`src/rtl/draw_char_start.sv`:
```
// draw_char_start: overlays a 16x16-character text box on the start-screen VGA stream.
// Stage 1 addresses the character/font ROMs, stage 2 waits for the glyph row, stage 3 paints.
module draw_char_start #(
   parameter int          XPOS     = 64,
   parameter int          YPOS     = 48,
   parameter logic [11:0] FG_COLOR = 12'hFFF
) (
   input  logic        clk,
   input  logic        rst_n,
   input  logic        en,
   input  logic [10:0] vcount_in,
   input  logic [10:0] hcount_in,
   input  logic        vsync_in,
   input  logic        vblnk_in,
   input  logic        hsync_in,
   input  logic        hblnk_in,
   input  logic [11:0] rgb_in,
   output logic [7:0]  char_xy,
   output logic [3:0]  char_line,
   input  logic [7:0]  char_pixels,
   output logic [10:0] vcount_out,
   output logic [10:0] hcount_out,
   output logic        vsync_out,
   output logic        vblnk_out,
   output logic        hsync_out,
   output logic        hblnk_out,
   output logic [11:0] rgb_out
);
   // timing bus layout: {vcount[37:27], hcount[26:16], vsync, vblnk, hsync, hblnk, rgb[11:0]}
   logic [37:0] tim1_q, tim1_d, tim2_q, tim2_d, tim3_q, tim3_d;
   logic        en_frame_q, en_frame_d, en_frame2_q, en_frame2_d;
   logic        in_box_q, in_box_d, in_box2_q, in_box2_d;
   logic [2:0]  x_off_q, x_off_d, x_off2_q, x_off2_d;
   logic [7:0]  char_xy_q, char_xy_d;
   logic [3:0]  char_line_q, char_line_d;
   logic [6:0]  rel_x;
   logic [7:0]  rel_y;
   logic        paint;

   always_comb begin
      // only the low bits of the offsets are ever used, so subtract on those alone
      rel_x       = hcount_in[6:0] - 7'(XPOS);
      rel_y       = vcount_in[7:0] - 8'(YPOS);
      in_box_d    = {1'b0, hcount_in} >= 12'(XPOS) && {1'b0, hcount_in} < 12'(XPOS + 128) &&
                    {1'b0, vcount_in} >= 12'(YPOS) && {1'b0, vcount_in} < 12'(YPOS + 256);
      en_frame_d  = (vcount_in == 11'd0 && hcount_in == 11'd0) ? en : en_frame_q;
      char_xy_d   = in_box_d ? {rel_y[7:4], rel_x[6:3]} : 8'd0;
      char_line_d = in_box_d ? rel_y[3:0] : 4'd0;
      x_off_d     = rel_x[2:0];
      tim1_d      = {vcount_in, hcount_in, vsync_in, vblnk_in, hsync_in, hblnk_in, rgb_in};
      in_box2_d   = in_box_q;
      x_off2_d    = x_off_q;
      en_frame2_d = en_frame_q;
      tim2_d      = tim1_q;
      paint       = en_frame2_q && in_box2_q && !tim2_q[12] && !tim2_q[14] &&
                    char_pixels[3'd7 - x_off2_q];
      tim3_d      = {tim2_q[37:12], paint ? FG_COLOR : tim2_q[11:0]};
   end

   always_ff @(posedge clk or negedge rst_n) begin
      if (!rst_n) begin
         tim1_q      <= '0;
         tim2_q      <= '0;
         tim3_q      <= '0;
         en_frame_q  <= 1'b0;
         en_frame2_q <= 1'b0;
         in_box_q    <= 1'b0;
         in_box2_q   <= 1'b0;
         x_off_q     <= '0;
         x_off2_q    <= '0;
         char_xy_q   <= '0;
         char_line_q <= '0;
      end else begin
         tim1_q      <= tim1_d;
         tim2_q      <= tim2_d;
         tim3_q      <= tim3_d;
         en_frame_q  <= en_frame_d;
         en_frame2_q <= en_frame2_d;
         in_box_q    <= in_box_d;
         in_box2_q   <= in_box2_d;
         x_off_q     <= x_off_d;
         x_off2_q    <= x_off2_d;
         char_xy_q   <= char_xy_d;
         char_line_q <= char_line_d;
      end
   end

   assign char_xy    = char_xy_q;
   assign char_line  = char_line_q;
   assign vcount_out = tim3_q[37:27];
   assign hcount_out = tim3_q[26:16];
   assign vsync_out  = tim3_q[15];
   assign vblnk_out  = tim3_q[14];
   assign hsync_out  = tim3_q[13];
   assign hblnk_out  = tim3_q[12];
   assign rgb_out    = tim3_q[11:0];
endmodule

```
`config.mk`:
```
export PLATFORM = sky130hd
export DESIGN_NAME = draw_char_start
export DESIGN_NICKNAME = d
export VERILOG_FILES = /design/src/rtl/draw_char_start.sv
export SDC_FILE = /design/constraint.sdc
export NUM_CORES = 1
export LEC_CHECK = 0
export ABC_CLOCK_PERIOD_IN_PS = 2060
export CAP_MARGIN = 25
export CORE_UTILIZATION = 35
export DETAILED_ROUTE_END_ITERATION = 6
export SETUP_SLACK_MARGIN = 0.05
export SKIP_CTS_REPAIR_TIMING = 1
export SYNTH_ARGS = -nofsm -noshare
export SYNTH_HDL_FRONTEND = slang
export SYNTH_SLANG_ARGS = --single-unit
```
`constraint.sdc`:
```
create_clock -name clk -period 2.06 [get_ports clk]
set_clock_uncertainty 0.2 [all_clocks]
set_input_delay 0.309 -clock clk [delete_from_list [all_inputs] [get_ports clk]]
set_output_delay 0.309 -clock clk [all_outputs]
set_load 0.1 [all_outputs]
```
==> results of run 1 <==
through the flow:
step | util (%) | setup WS, ps | power [uW] | instances | instance area [um2]
after floorplan | - | 303 | 3060 | 185 | 3670
after global placement | 47.4 | -233 | 3320 | 437 | 4850
after detailed placement | 47.4 | -256 | 3330 | 437 | 4850
after CTS | 53.4 | -13.2 | 6340 | 469 | 5460
after global routing | 53.6 | 50.3 | 6500 | 470 | 5490
final | 53.6 | 132 | 6270 | 470 | 5490
worst reg2reg max path, delay by kind of cell, from the launching register on:
| family | cells | cell delay, ps |
|---|---|---|
| AND/OR/NAND/NOR | 2 | 390 |
| flip-flops | 1 | 400 |
| multiplexers | 2 | 830 |
layout make-up:
| cell class | instances | area [um2] |
|---|---|---|
| repair buffers | 119 | 1040 |
| clock buffers | 21 | 459 |
| multi-input cells | 51 | 403 |
| clock inverters | 11 | 151 |
| fillers | 825 | 4740 |
| inverters | 2 | 7.51 |
| well taps | 136 | 170 |
| flip-flops and latches | 130 | 3250 |
report_power, final:
part | internal [uW] | switching [uW]
clock | 1950 | 1040
combinational | 178 | 404
sequential | 2670 | 32.0
total | 4790 | 1480
registers in the layout (all words and copies together) (netlist names):
name and flops:
x_off2_q 2, x_off2_d 2, tim3_q 38, tim2_q 36, in_box2_d 1, en_frame2_d 1, in_box2_q 1, char_xy 8
tim1_q 36, en_frame2_q 1, char_line 4
cells by family (layout without fill, tap and decap cells):
group | count (synthesis) | in the layout | share of synthesized area (%)
buffers and inverters | 4 | 153 | 0.716
adder cells (fa/ha/maj) | 2 | 2 | 0.682
AO/OA/AOI/OAI | 4 | 4 | 1.06
multiplexers | 4 | 4 | 2.01
XOR/XNOR | 2 | 2 | 0.477
AND/OR/NAND/NOR | 39 | 39 | 6.41
flip-flops | 130 | 130 | 88.6
synthesized netlist by cell type (all sizes together) (2+ instances only):
cell type and count:
dfrtp 130, nor2 2, nand2 3, mux4 2, nor3 3, ha 2, or2 12, nor4 4
and2 10, inv 2, buf 2, nand3 2
worst max-delay path by stage:
| stage | depth (start not counted) | end | start | slack (ps) |
|---|---|---|---|---|
| after floorplan | 5 | tim3_q[10]$_DFF_PN0_ | x_off2_q[0]$_DFF_PN0_ | 300 |
| after global placement | 7 | char_xy[7]$_DFF_PN0_ | vcount_in[1] | -230 |
| after detailed placement | 5 | tim3_q[0]$_DFF_PN0_ | char_pixels[2] | -260 |
| after CTS | 4 | tim3_q[0]$_DFF_PN0_ | x_off2_q[0]$_DFF_PN0_ | -10 |
| after global routing | 4 | tim3_q[0]$_DFF_PN0_ | x_off2_q[0]$_DFF_PN0_ | 50 |
| final | 4 | tim3_q[0]$_DFF_PN0_ | x_off2_q[0]$_DFF_PN0_ | 130 |
layer usage:
metal	vias up	wire length, um
li1	879	-
met1	933	2580
met2	69	2950
met3	13	377
met4	0	121
met5	-	0
==> results.py, run 1 <==
metrics = {
    "run_status": {
        "outcome": "finished clean",
    },
    "global_routing": {
        "use_met2_pct": 18.6,
        "grtUsageTotal_pct": 12.1,
        "grt_first_pass_wirelength_mm": 9.64,
        "grt-ovfl-total": 0,
        "grt_pass1_vias": 1942,
        "antenna_found_initial": 0,
        "grt_max_degree": 43,
        "grt_use_met3_pct": 4.89,
        "grt_busiest_layer": "met2",
        "grt_use_met1_pct": 14.7,
    },
    "final_layout": {
        "diodes": 0,
        "final_common_cell": "dfrtp_1",
        "synthToLayoutAreaGrowth_pct": 49.5,
        "final_nets": 372,
        "drive_gt1_share_pct": 32.3,
        "mostFrequentLayoutCells": "dfrtp_1, buf_4, clkdlybuf4s50_1, clkbuf_16",
    },
    "critical_path": {
        "worstPathMaxFanout": 12,
        "timing.rr.end": "tim3_q[0]$_DFF_PN0_",
        "cp_slowest_cell": "mux4_1",
        "critPathTopFamily": "multiplexers",
        "crit_path_end_kind": "flip-flop",
        "reg2reg_from": "x_off2_q[0]$_DFF_PN0_",
        "path_class": "reg -> reg",
        "crit_arrival_ps": 2110,
        "crit_chain": "mux4_1, mux2i_2, nor4_4, or2_2",
        "ff2ff_setup_slack_ps": 130,
        "cp.required_ps": 2240,
        "max_stage_delay_ps": 580,
        "crit_path_start_kind": "flip-flop",
        "rr_worst_depth": 4,
        "crit_buf_inv": 0,
    },
    "clock_tree": {
        "cts_tree": "yes",
        "root_buffer": "clkbuf_8",
        "cts.sinks": 130,
        "cts.path.max_buffers": 2,
        "clock_latency_ps": 500,
        "cts_made_buffers": 17,
        "cts_max_level": 4,
        "clkTransAtPathRegs_ps": 60,
    },
    "yosys": {
        "yosysSeqAreaShare_pct": 88.6,
        "synth_top_flop_cell": "dfrtp_1",
        "synth-async-reset-ratio_pct": 100,
        "synth_cell_types": 26,
        "synth_top_cell_area_share_pct": 88.6,
        "ys_top_cells_by_area": "dfrtp_1, and2_1, or2_1, mux4_1, ha_1",
        "synth.avg_cell_area_um2": 19.8,
        "synth_warnings": 0,
        "ys_ff_latch": 130,
        "syn-num-nets": 236,
        "synth_area_mm2": 0.00367,
        "synth_cells": 185,
        "yosys.area.top_type": "dfrtp_1",
        "synth_edf_count": 0,
    },
    "die": {
        "initial_utilization_pct": 35.9,
        "die_h_um": 104,
        "dieWidth_um": 104,
        "ioPinCount": 99,
        "core_mm2": 0.0102,
        "die-area_mm2": 0.0109,
        "rows": 37,
    },
    "place": {
        "port_buffers": 98,
        "place_hpwl_mm": 4.19,
        "gp_congestion": 0.669,
    },
    "detailed_routing": {
        "drtIter0Drc": 24,
        "ant_nets": 0,
        "drc_errors": 0,
        "drt_wl_total_mm": 6.03,
        "firstDrtPassIters": 3,
        "wl_per_cell_um": 12.8,
        "viasPerCell": 4.03,
        "num_vias": 1894,
    },
    "power": {
        "leakage_uw": 0.00255,
        "powerDensity_mw_per_mm2": 1140,
        "irDropWorstVdd_mv": 0.459,
    },
    "flow_run": {
        "maxCapViolCount": 0,
    },
    "min_path": {
        "holdPathEnd": "tim1_q[12]$_DFF_PN0_",
        "worstHoldStart": "hblnk_in",
        "min_path_cells": 1,
        "hold_class": "in -> reg",
    },
    "timing": {
        "slew_viol_final": 0,
        "tightest_slew_ps": 527,
        "period_share_pct": 93.6,
        "fin_hold_ws_ps": 45.0,
        "fmax_ghz": 0.519,
        "hold_viol_final": 0,
        "rsz0062_at_grt": "false",
        "finalSetupTns_ps": 0,
        "final-setup-viol-count": 0,
        "period_needed_ps": 1930,
        "slew-limit-headroom_pct": 64.6,
    },
}
Note: power is estimated with default switching activity, not from simulation.
==> run 2, diff against run 1 <==
--- a/config.mk
+++ b/config.mk
@@ -5,10 +5,14 @@
 export SDC_FILE = /design/constraint.sdc
 export NUM_CORES = 1
 export LEC_CHECK = 0
+export ABC_AREA = 1
 export ABC_CLOCK_PERIOD_IN_PS = 2060
 export CAP_MARGIN = 25
-export CORE_UTILIZATION = 35
+export CELL_PAD_IN_SITES_DETAIL_PLACEMENT = 0
+export CELL_PAD_IN_SITES_GLOBAL_PLACEMENT = 2
+export CORE_UTILIZATION = 32
 export DETAILED_ROUTE_END_ITERATION = 6
+export PLACE_DENSITY_LB_ADDON = 0.1
 export SETUP_SLACK_MARGIN = 0.05
 export SKIP_CTS_REPAIR_TIMING = 1
 export SYNTH_ARGS = -nofsm -noshare
==> results.py, run 2 <==
metrics = {
    "flow_run": {
        "maxCapViolCount": 0,
    },
    "global_routing": {
        "grt-ovfl-total": 0,
        "use_met2_pct": 17.7,
        "grt_max_degree": 49,
        "grt_use_met3_pct": 4.95,
        "grt_use_met1_pct": 14.6,
        "grt_first_pass_wirelength_mm": 10.9,
        "antenna_found_initial": 0,
        "grt_busiest_layer": "met2",
        "grtUsageTotal_pct": 12.1,
        "grt_pass1_vias": 2181,
    },
    "yosys": {
        "synth_area_mm2": 0.00386,
        "synth_cell_types": 15,
        "synth_edf_count": 0,
        "yosysSeqAreaShare_pct": 84.4,
        "synthTopCellsByCount": "dfrtp_1, inv_1, nand2_1",
        "synth_warnings": 0,
        "synth-async-reset-ratio_pct": 100,
        "synth_cells": 254,
        "yosys.area.top_type": "dfrtp_1",
        "synth_top_cell_area_share_pct": 84.4,
        "ys_ff_latch": 130,
        "synth_top_flop_cell": "dfrtp_1",
        "ys_top_cells_by_area": "dfrtp_1, inv_1, nand2_1, nor2_2, nand2_2",
        "synth.avg_cell_area_um2": 15.2,
        "synthMostInstantiatedCell": "dfrtp_1",
        "syn-num-nets": 305,
    },
    "detailed_routing": {
        "firstDrtPassIters": 6,
        "drt_wl_total_mm": 6.55,
        "ant_nets": 0,
        "drc_errors": 5,
        "num_vias": 2061,
        "viasPerCell": 3.90,
        "wl_per_cell_um": 12.4,
        "drtIter0Drc": 59,
    },
    "clock_tree": {
        "cts_made_buffers": 17,
        "cts.path.max_buffers": 2,
        "cts_max_level": 4,
        "cts_tree": "yes",
        "root_buffer": "clkbuf_16",
        "clkTransAtPathRegs_ps": 50,
        "cts.sinks": 130,
        "clock_latency_ps": 410,
    },
    "critical_path": {
        "crit_buf_inv": 2,
        "crit_path_start_kind": "input port",
        "cp.required_ps": 2190,
        "crit_arrival_ps": 1700,
        "ff2ff_setup_slack_ps": 580,
        "reg2reg_from": "x_off2_q[0]$_DFF_PN0_",
        "cp_slowest_cell": "clkdlybuf4s50_1",
        "max_stage_delay_ps": 520,
        "crit_path_end_kind": "flip-flop",
        "crit_chain": "clkdlybuf4s50_1, ha_1, inv_1, nor2_2, nand2_1, nand2_2, nand3_4, nor2_1",
        "path_class": "in -> reg",
        "rr_worst_depth": 7,
        "critPathTopFamily": "simple AND/OR/NAND/NOR gates",
        "worstPathMaxFanout": 13,
        "timing.rr.end": "tim3_q[0]$_DFF_PN0_",
    },
    "die": {
        "die_h_um": 112,
        "initial_utilization_pct": 33.3,
        "ioPinCount": 99,
        "dieWidth_um": 112,
        "rows": 39,
        "core_mm2": 0.0116,
        "die-area_mm2": 0.0125,
    },
    "final_layout": {
        "final_nets": 424,
        "top_regs": "tim3_q: 38 flops, tim1_q: 36 flops, tim2_q: 36 flops",
        "synthToLayoutAreaGrowth_pct": 42.7,
        "final-seq-area_mm2": 0.00325,
        "instances_no_fill": 528,
        "final_common_cell": "dfrtp_1",
        "mostFrequentLayoutCells": "dfrtp_1, buf_4, clkdlybuf4s50_1, inv_1, nand2_1",
        "drive_gt1_share_pct": 29.4,
        "diodes": 0,
        "regMostFlops": "tim3_q",
        "largest_register_ffs": 38,
        "fillers": 1045,
        "multiInputGateArea_um2": 434,
    },
    "power": {
        "power.internal_uw": 4740,
        "clkPwrFrac_pct": 46.7,
        "p_sw_uw": 1440,
        "powerDensity_mw_per_mm2": 1120,
        "combPwrFrac_pct": 9.5,
        "pwr-share-seq_pct": 43.8,
        "switching_share_pct": 23.3,
        "p_total_uw": 6180,
        "irDropWorstVdd_mv": 0.586,
        "leakage_uw": 0.00269,
    },
    "min_path": {
        "worstHoldStart": "rgb_in[7]",
        "holdPathEnd": "tim1_q[7]$_DFF_PN0_",
        "hold_class": "in -> reg",
        "min_path_cells": 1,
    },
    "timing": {
        "period_share_pct": 76.2,
        "worst_slack_ps": 490,
        "hold_viol_final": 0,
        "tightest_slew_ps": 449,
        "slew_viol_final": 0,
        "rsz0062_at_grt": "false",
        "finalSetupTns_ps": 0,
        "slew-limit-headroom_pct": 70.1,
        "fin_hold_ws_ps": 138,
        "period_needed_ps": 1570,
        "final-setup-viol-count": 0,
        "fmax_ghz": 0.637,
    },
    "run_status": {
        "outcome": "finished, violations left",
        "violations": "design-rule violations",
    },
    "place": {
        "dp_cells": 496,
        "place_ws_ps": 58.5,
        "port_buffers": 98,
        "place_hpwl_mm": 4.28,
        "gp_congestion": 0.691,
    },
}
[run 2: worst max path at each step]
| stage | startpoint | end | slack, ps | cells past startpoint |
|---|---|---|---|---|
| finish | vcount_in[4] | char_xy[0]$_DFF_PN0_ | 490 | 8 |
| global route | vcount_in[4] | char_xy[0]$_DFF_PN0_ | 350 | 8 |
| CTS | char_xy[1]$_DFF_PN0_ | char_xy[1] | 470 | 1 |
| detailed placement | vcount_in[4] | char_xy[0]$_DFF_PN0_ | 60 | 8 |
| global placement | vcount_in[4] | char_xy[0]$_DFF_PN0_ | 90 | 8 |
| floorplan | char_line[0]$_DFF_PN0_ | char_line[0] | 670 | 0 |
[run 2: cells by family (layout without fill, tap and decap cells)]
family,Yosys count,count (layout),share of synthesized area [%]
xor+xnor,1,1,0.227
compound gates,2,2,0.260
buf+inv,41,172,4.38
flops,130,130,84.4
simple gates,78,78,10.1
fa+ha+maj,2,2,0.649
[run 2: area by class of cell]
| type | count | area share [%] |
|---|---|---|
| Tap cell | 143 | 3.25 |
| Clock inverter | 4 | 1.32 |
| Clock buffer | 27 | 9.14 |
| Multi-Input combinational cell | 83 | 7.89 |
| Sequential cell | 130 | 59.1 |
| Inverter | 39 | 2.66 |
| Timing Repair Buffer | 102 | 16.6 |
[run 2: power by group through the flow]
stage          Sequential (uW)  Combinational, uW  Clock [uW]
2_1_floorplan             3030               56.2           0
3_3_place_gp              2740                594           0
3_5_place_dp              2750                595           0
4_1_cts                   2700                596        2970
5_1_grt                   2710                625        3080
6_report                  2700                588        2880
[run 2: worst reg2reg max path, delay by kind of cell, from the launching register on]
family                 cells  cell delay (ps)
buffers and inverters      1               70
flip-flops                 1              420
AND/OR/NAND/NOR            6              660
[run 2: through the flow]
stage | area [um2] | utilization [%]
final | 5500 | 47.6
after global routing | 5500 | 47.6
after CTS | 5490 | 47.5
after detailed placement | 4920 | 42.5
after global placement | 4920 | 42.5
after floorplan | 3860 | -
[run 2: metal layers]
layer  vias up  part of all wire (%)
li1        991                     -
met1       989                    45
met2        67                    46
met3        14                   6.5
met4         0                   2.8
met5         -                     0
